**src/rtl/multi_precision_add_sequencer.sv**
```systemverilog
// -----------------------------------------------------------------------------
// multi_precision_add_sequencer
//
// Adds two WORDS*N-bit operands by streaming them, least-significant word
// first, through a single N-bit carry-lookahead adder. The carry out of each
// word is registered and fed back as the carry into the next word.
//
// Parameters
//   N      adder width / word size in bits (>= 1)
//   WORDS  number of N-bit words per operand (>= 1)
//   MODEL  internal adder flavour: "Behavioral", "DataFlow" or "Structural"
//
// Ports
//   clk        clock, rising edge
//   rst        synchronous active-high reset
//   in_valid   operand request           in_ready   operands can be accepted
//   a, b, ci   operands + carry-in, sampled on accept
//   out_valid  result available          out_ready  downstream takes result
//   c, co      sum and carry out of the top word, held while out_valid
//   ovf        signed overflow of the full-width add (MPADD_OVERFLOW_EN only)
//   busy       high while adding or holding a result
//
// Optional feature: define MPADD_OVERFLOW_EN to add the ovf output.
// -----------------------------------------------------------------------------

// Prefix combine cell built from gate primitives: g = gh | (ph & gl).
module mpadd_gcell (
   input  logic gh_i,
   input  logic ph_i,
   input  logic gl_i,
   output logic g_o
);
   wire t;
   and u_and (t, ph_i, gl_i);
   or  u_or  (g_o, gh_i, t);
endmodule

// N-bit carry-lookahead adder. DataFlow and Structural both use a
// Kogge-Stone style prefix over generate bits; the group propagate of the
// upper span is a plain AND-reduction of the per-bit propagates, so no
// propagate tree has to be carried between levels.
module mpadd_cla #(
   parameter int N     = 32,
   parameter     MODEL = "Behavioral"
) (
   input  logic [N-1:0] a_i,
   input  logic [N-1:0] b_i,
   input  logic         ci_i,
   output logic [N-1:0] s_o,
   output logic         co_o
);
   localparam int L = (N > 1) ? $clog2(N) : 0;

   generate
      if (MODEL == "Behavioral") begin : g_beh
         assign {co_o, s_o} = {1'b0, a_i} + {1'b0, b_i} + {{N{1'b0}}, ci_i};

      end else if (MODEL == "DataFlow") begin : g_df
         wire [N-1:0] p = a_i ^ b_i;
         wire [N-1:0] g = a_i & b_i;
         wire [N-1:0] gk [0:L];   // gk[l][i]: carry out of bit i over a 2^l span
         wire [N-1:0] cin;

         // Carry-in is folded into bit 0 so the prefix yields true carries.
         for (genvar i = 0; i < N; i++) begin : g_l0
            if (i == 0) begin : g_b0
               assign gk[0][0] = g[0] | (p[0] & ci_i);
               assign cin[0]   = ci_i;
            end else begin : g_bn
               assign gk[0][i] = g[i];
               assign cin[i]   = gk[L][i-1];
            end
         end
         for (genvar l = 1; l <= L; l++) begin : g_lvl
            localparam int D = 1 << (l - 1);
            for (genvar i = 0; i < N; i++) begin : g_bit
               if (i >= D) begin : g_mix
                  assign gk[l][i] = gk[l-1][i] | ((&p[i -: D]) & gk[l-1][i-D]);
               end else begin : g_cpy
                  assign gk[l][i] = gk[l-1][i];
               end
            end
         end
         assign s_o  = p ^ cin;
         assign co_o = gk[L][N-1];

      end else if (MODEL == "Structural") begin : g_st
         wire [N-1:0] p;
         wire [N-1:0] g;
         wire [N-1:0] s;
         wire [N-1:0] gk [0:L];
         wire [N-1:0] cin;

         for (genvar i = 0; i < N; i++) begin : g_pg
            xor u_p (p[i], a_i[i], b_i[i]);
            and u_g (g[i], a_i[i], b_i[i]);
            if (i == 0) begin : g_b0
               mpadd_gcell u_c0 (.gh_i(g[0]), .ph_i(p[0]), .gl_i(ci_i), .g_o(gk[0][0]));
               assign cin[0] = ci_i;
            end else begin : g_bn
               assign gk[0][i] = g[i];
               assign cin[i]   = gk[L][i-1];
            end
            xor u_s (s[i], p[i], cin[i]);
         end
         for (genvar l = 1; l <= L; l++) begin : g_lvl
            localparam int D = 1 << (l - 1);
            for (genvar i = 0; i < N; i++) begin : g_bit
               if (i >= D) begin : g_mix
                  wire ph = &p[i -: D];
                  mpadd_gcell u_cell (.gh_i(gk[l-1][i]), .ph_i(ph),
                                      .gl_i(gk[l-1][i-D]), .g_o(gk[l][i]));
               end else begin : g_cpy
                  assign gk[l][i] = gk[l-1][i];
               end
            end
         end
         assign s_o  = s;
         assign co_o = gk[L][N-1];

      end else begin : g_bad
         $error("mpadd_cla: unsupported MODEL value");
      end
   endgenerate
endmodule

module multi_precision_add_sequencer #(
   parameter int N     = 32,
   parameter int WORDS = 4,
   parameter     MODEL = "Behavioral"
) (
   input  logic                 clk,
   input  logic                 rst,
   input  logic                 in_valid,
   output logic                 in_ready,
   input  logic [N*WORDS-1:0]   a,
   input  logic [N*WORDS-1:0]   b,
   input  logic                 ci,
   output logic                 out_valid,
   input  logic                 out_ready,
   output logic [N*WORDS-1:0]   c,
   output logic                 co,
`ifdef MPADD_OVERFLOW_EN
   output logic                 ovf,
`endif
   output logic                 busy
);
   localparam int            KW   = (WORDS > 1) ? $clog2(WORDS) : 1;
   localparam logic [KW-1:0] LAST = KW'(WORDS - 1);

   typedef enum logic [1:0] {S_IDLE, S_ADD, S_DONE} state_t;

   state_t                      state_q;
   logic [KW-1:0]               k_q, k_d;
   logic [WORDS-1:0][N-1:0]     a_q, b_q, res_q;
   logic                        carry_q, co_q;
   logic                        out_valid_q, busy_q, in_ready_q;
   logic [N-1:0]                a_w, b_w, sum_w;
   logic                        add_co;

   // Word k of the captured operands feeds the shared adder.
   assign a_w = a_q[k_q];
   assign b_w = b_q[k_q];
   assign k_d = k_q + 1'b1;

   mpadd_cla #(.N(N), .MODEL(MODEL)) u_add (
      .a_i (a_w),
      .b_i (b_w),
      .ci_i(carry_q),
      .s_o (sum_w),
      .co_o(add_co)
   );

`ifdef MPADD_OVERFLOW_EN
   logic ovf_q;
   logic msb_cin;
   // Carry into the MSB recovered from the MSB sum bit and its operands.
   assign msb_cin = sum_w[N-1] ^ a_w[N-1] ^ b_w[N-1];
   assign ovf     = ovf_q;
`endif

   always_ff @(posedge clk) begin
      if (rst) begin
         state_q     <= S_IDLE;
         k_q         <= '0;
         a_q         <= '0;
         b_q         <= '0;
         res_q       <= '0;
         carry_q     <= 1'b0;
         co_q        <= 1'b0;
         out_valid_q <= 1'b0;
         busy_q      <= 1'b0;
         in_ready_q  <= 1'b1;
`ifdef MPADD_OVERFLOW_EN
         ovf_q       <= 1'b0;
`endif
      end else begin
         unique case (state_q)
            S_IDLE: begin
               if (in_valid && in_ready_q) begin
                  a_q        <= a;
                  b_q        <= b;
                  carry_q    <= ci;
                  k_q        <= '0;
                  res_q      <= '0;
                  state_q    <= S_ADD;
                  in_ready_q <= 1'b0;
                  busy_q     <= 1'b1;
               end
            end
            S_ADD: begin
               res_q[k_q] <= sum_w;
               carry_q    <= add_co;
               k_q        <= k_d;
               if (k_q == LAST) begin
                  state_q     <= S_DONE;
                  co_q        <= add_co;
                  out_valid_q <= 1'b1;
`ifdef MPADD_OVERFLOW_EN
                  ovf_q       <= msb_cin ^ add_co;
`endif
               end
            end
            S_DONE: begin
               if (out_ready) begin
                  state_q     <= S_IDLE;
                  out_valid_q <= 1'b0;
                  busy_q      <= 1'b0;
                  in_ready_q  <= 1'b1;
               end
            end
            default: state_q <= S_IDLE;
         endcase
      end
   end

   // in_ready must read low during reset even though its register resets high.
   assign in_ready  = in_ready_q & ~rst;
   assign out_valid = out_valid_q;
   assign busy      = busy_q;
   assign c         = res_q;
   assign co        = co_q;
endmodule

```
**config.mk**
```make
export PLATFORM = sky130hd
export DESIGN_NAME = multi_precision_add_sequencer
export DESIGN_NICKNAME = d
export VERILOG_FILES = /design/src/rtl/multi_precision_add_sequencer.sv
export SDC_FILE = /design/constraint.sdc
export NUM_CORES = 1
export LEC_CHECK = 0
export ABC_AREA = 0
export BUFFER_PORTS_ARGS = -buffer_cell sky130_fd_sc_hd__buf_4
export CAP_MARGIN = 10
export CORE_MARGIN = 2
export CORE_UTILIZATION = 54
export DETAILED_ROUTE_END_ITERATION = 8
export PLACE_DENSITY = 0.83
export SYNTH_ARGS = -nofsm -noshare
export SYNTH_HDL_FRONTEND = slang
export SYNTH_SLANG_ARGS = --single-unit
```
**constraint.sdc**
```tcl
create_clock -name clk -period 4.9 [get_ports clk]
set_input_delay 0.98 -clock clk [delete_from_list [all_inputs] [get_ports clk]]
set_output_delay 0.98 -clock clk [all_outputs]
set_load 0.03 [all_outputs]
```
# Word level (Yosys, flattened, before mapping)
# Cells that the tools add are included.
# totals
input_bits	261
word_cells	69
regBits	393
# classes
muxes	25
bitwise_logic	2
n_eq_ne	6
n_reduce_logical	12
magnitude_cmp	2
add_sub_neg	3
# ops
op	count
case mux 128 bit (2 select lines)	1
binary-select mux 32 bit (select 2 bit)	2
bitwise mux 128 bit	1
two-way mux 128 bit	1
two-way mux 32 bit	3
demux 32 bit (select 2 bit)	1
adder 32 x 32 -> 33 bit	1
adder 33 x 1 -> 33 bit	1
AND reduction 3 bit	3
two-way mux 2 bit	4
case mux 1 bit (2 select lines)	4
two-way mux 1 bit	6
inequality test 2 bit, second input constant	3
case mux 2 bit (3 select lines)	1
AND reduction 2 bit	3
nonzero test 2 bit	3
== test 2 bit, second input constant	2
case mux 2 bit (2 select lines)	1
less-than comparator 2 x 3 -> 1 bit, second input constant	1
adder 2 x 1 -> 2 bit, second input constant	1
== test 2 x 1 -> 1 bit, second input constant	1
greater-or-equal comparator 2 x 1 -> 1 bit, second input constant	1
logical AND 1 bit	2
zero test 2 bit	1
2 further kinds	2

# Longest topological paths before layout
# logic_depth
ltp_word	6
depth_mapped	14
mapped_depth_nobuf	10

# Hierarchy
# A second synthesis with hierarchy kept.
# hier_totals
hier_cells	1920
area_unflattened_um2	16951.3
# by_module_without_submodules
mod	cells_per_inst	seq_area_each_um2	n_inst	area_each_um2
multi_precision_add_sequencer	1676	7867.5	1	15200.8
mpadd_cla	244	0.0	1	1750.4

# Least setup slack after synthesis
# OpenSTA, ideal clock, no wires.
# synth_path
path_type	reg-to-reg
start	register k_q[0]
end	register res_q, in the netlist c[48]
arrival_time_ns	4.030
setup_slack_ns	0.742
required_time_ns	4.772
stages_incl_launch_ff	13
period_less_slack_ns	4.158
setup_ns	0.128
cell_sequence	dfxtp_1 clkbuf_1 buf_1 mux4_2 fa_1 fa_1 a21o_1 a221oi_2 or4_4 nand2_1 o311ai_0 o21a_1 nor2_1
# synth_between
elab_chain_cells	6
# synth_rtl
item	line	text
start: declaration	154	logic [KW-1:0] k_q, k_d;
start signal: assignment	214	k_q <= k_d;
binary-select mux 32 bit (select 2 bit), or another cell as far along	162	assign a_w = a_q[k_q];
two-way mux 32 bit (not written as such), or another cell as far along	162	
adder 32 x 32 -> 33 bit or two-way mux 32 bit (tied branches)	56, 212	
adder 33 x 1 -> 33 bit or demux 32 bit (select 2 bit) (tied branches)	56, 212	
bitwise mux 128 bit *	212	res_q[k_q] <= sum_w;
case mux 128 bit (2 select lines) *	198	unique case (state_q)
end signal: indexed assignment	212	
end: declaration	155	logic [WORDS-1:0][N-1:0] a_q, b_q, res_q;
# Mark *: on every way between the ends. The rest lies on a longest branch, timed or not. The select of a mux whose other input is x is not followed.
# A chain may end at the register's enable or synchronous reset.

# Worst setup path in the final report
# layout_path
start	register k_q[0]
end	register res_q, in the netlist c[63]
# The elaborated chain is that of the path after synthesis.

==> flow_metrics.env <==
export IMPL_fin_nets=2633
export IMPL_htreeDepth=2
export IMPL_syn_area_um2=17200
export IMPL_antenna_found_initial=0
export IMPL_placed_cells=2695
export IMPL_hold_class="flip-flop to flip-flop"
export IMPL_path_class="flip-flop to flip-flop"
export IMPL_reg2reg_from="k_q[0]$_SDFFE_PP0P_"
export IMPL_final_util=0.687
export IMPL_min_period_ns=4.32
export IMPL_antenna_left=0
export IMPL_timing_fmax_ghz=0.231
export IMPL_worstHoldPathCells=2
export IMPL_mostFrequentLayoutCells="625 x nand2_1, 409 x buf_4, 391 x dfxtp_1"
export IMPL_ys_warnings_count=0
export IMPL_gr_total_overflow=0
export IMPL_cts_buffers=39
export IMPL_grt_util_all_layers=0.318
export IMPL_finalSetupViolCount=0
export IMPL_cts_resized=0
export IMPL_required_ns=5.36
export IMPL_netlist_instances=2032
export IMPL_total_power_mw=7.58
export IMPL_hold_viol=0
export IMPL_synth_area_per_cell_um2=8.45
export IMPL_period_share=0.882
export IMPL_yosys_cell_types_count=68
export IMPL_die_area_um2=33200
export IMPL_insertion_delay_ns=0.52
export IMPL_synth_largest_area_cell="dfxtp_1"
export IMPL_layout_drive_gt1_share=0.237
export IMPL_port_buffers=392
export IMPL_cts_buffer_depth=3
export IMPL_critPathLaunchType="flip-flop"
export IMPL_wirelength_mm=54.5
export IMPL_wl_per_cell_um=19.7
export IMPL_grt_pass1_wl_mm=83.7
export IMPL_via_per_inst=5.92
export IMPL_drc=0
export IMPL_clock_skew_ns=0.0185
export IMPL_status="finished, final reports clean"
export IMPL_finalSetupTns_ns=0
export IMPL_grt_max_degree=122
export IMPL_ys_seq_elements=393
export IMPL_dp_hpwl_mm=40.0
export IMPL_synth_edf_count=0
export IMPL_maxCapViolations=0
export IMPL_worstPathArrival_ns=4.78
export IMPL_final_cells=2761
export IMPL_synthFlopType="dfxtp_1"
export IMPL_clkSlewWorstSetupHoldPaths_ns=0.07
export IMPL_synth_fp_nets=2330
export IMPL_p_per_area_nw_per_um2=351
export IMPL_die_w_um=182
export IMPL_core_area_um2=31400
export IMPL_area_growth_pct=25.7
export IMPL_tightest_slew_ns=1.27
export IMPL_final_common_cell="nand2_1"
export IMPL_synth_seq_area_share=0.458
export IMPL_endpoint_kind="flip-flop"
export IMPL_critical_path_top_delay_family="adder cells"
export IMPL_p_leak_nw=8.68
export IMPL_num_vias=16400
export IMPL_die_h_um=182
export IMPL_rows=65
export IMPL_cp_depth=10
export IMPL_first_iter_violations=1583
export IMPL_hold_buffers=0
export IMPL_rsz0062_at_grt="false"
export IMPL_n_antenna_cell=0
export IMPL_cpPeakStageDelay_ns=0.79
export IMPL_start_util=0.547
export IMPL_cts_num_sinks=393
export IMPL_grt_pass1_vias=15400
export IMPL_cts_tree="built"
export IMPL_slew_headroom=0.152
export IMPL_worstHoldStart="b_q[111]$_SDFFE_PP0P_"
export IMPL_postCtsSetupBuffers=0
export IMPL_root_buffer="clkbuf_16"
export IMPL_reg2reg_depth=10
export IMPL_crit_chain="buf_12 > mux4_2 > ha_1 > nand4_1 > nor2_1 > nand2_1 > a2111oi_0 > nor3_1 > xnor2_1 > a22o_1"
export IMPL_drtPass1Iterations=6
export IMPL_place_gp_congestion=0.927
export IMPL_crit_buf_inv=1
export IMPL_synth_area_leaders="dfxtp_1 46%, nand2_1 14%, a21oi_1 10%"
export IMPL_crit_start="k_q[0]$_SDFFE_PP0P_"
export IMPL_slowest_stage="ha_1"
export IMPL_yosysTopAreaCellShare=0.458
export IMPL_path_max_fanout=43
export IMPL_io_pins=393
export IMPL_slew_viol_final=0
export IMPL_max_vdd_ir_drop_mv=0.289
export IMPL_async_flop_share=0
layer usage:
layer | global-route usage | part of all wire | vias up
met3 | 0.0413 | 0.081 | 108
met1 | 0.429 | 0.41 | 7775
li1 | - | - | 7659
met2 | 0.527 | 0.47 | 816
met4 | 0.114 | 0.036 | 0
met5 | 0 | 0 | -
cells by family (layout without fill, tap and decap cells):
group	count (synthesis)	after routing	share of synthesized area
buffers and inverters	163	490	0.0359
AND/OR/NAND/NOR	829	829	0.198
adder cells (fa/ha/maj)	37	37	0.0278
flip-flops	393	393	0.458
XOR/XNOR	18	18	0.00962
multiplexers	74	74	0.0902
AO/OA/AOI/OAI	518	518	0.180
cell usage after synthesis (all sizes together), types with 9 or more instances:
cell / number
a22o: 52
a21o: 9
inv: 9
or3: 10
dfxtp: 393
xnor2: 13
nor2: 60
a21oi: 348
nand2: 625
o21ai: 30
buf: 14
nand4: 10
mux4: 64
ha: 35
a31oi: 12
nor3: 13
nand3: 65
clkbuf: 140
path summary, 6_finish.rpt:
path                           endpoint  slack (ns)
setup / recovery     c[63]$_SDFFE_PP0P_        0.58
hold / removal    b_q[111]$_SDFFE_PP0P_        0.45
setup reg to reg     c[63]$_SDFFE_PP0P_        0.58
hold reg to reg   b_q[111]$_SDFFE_PP0P_        0.45
where the power goes:
group          internal [mW]  switching (mW)
Sequential              3.35           0.101
Combinational          0.460           0.727
Clock                   1.72            1.22
Total                   5.53            2.05
worst reg2reg max path, stage by stage (launching register included):
cell,delay (ns)
dfxtp_4,0.62
buf_12,0.36
mux4_2,0.59
ha_1,0.79
nand4_1,0.27
nor2_1,0.19
nand2_1,0.09
a2111oi_0,0.51
nor3_1,0.15
xnor2_1,0.46
a22o_1,0.22
through the flow:
stage / worst slack, ns / hold slack, ns / instance area, um2
floorplan: 0.742 / 0.433 / 17200
global placement: 0.742 / 0.439 / 20300
detailed placement: 0.663 / 0.443 / 20300
CTS: 0.638 / 0.452 / 21600
global route: 0.285 / 0.469 / 21600
finish: 0.578 / 0.453 / 21600
sequential cells by signal, indices dropped and copies added (netlist names), 2 cells and up:
name / cells
state_q: 2
k_q: 2
c: 128
b_q: 128
a_q: 128
cell type report:
class                      instances  area (um2)
clock buffer                      55        1140
clock inverter                    10         121
fill                            2470        9810
inverter                           9        33.8
multi-input combinational       1476        8690
sequential                       393        7880
tap                              402         503
timing repair buffer             416        3210
Note: power is estimated with default switching activity, not from simulation.
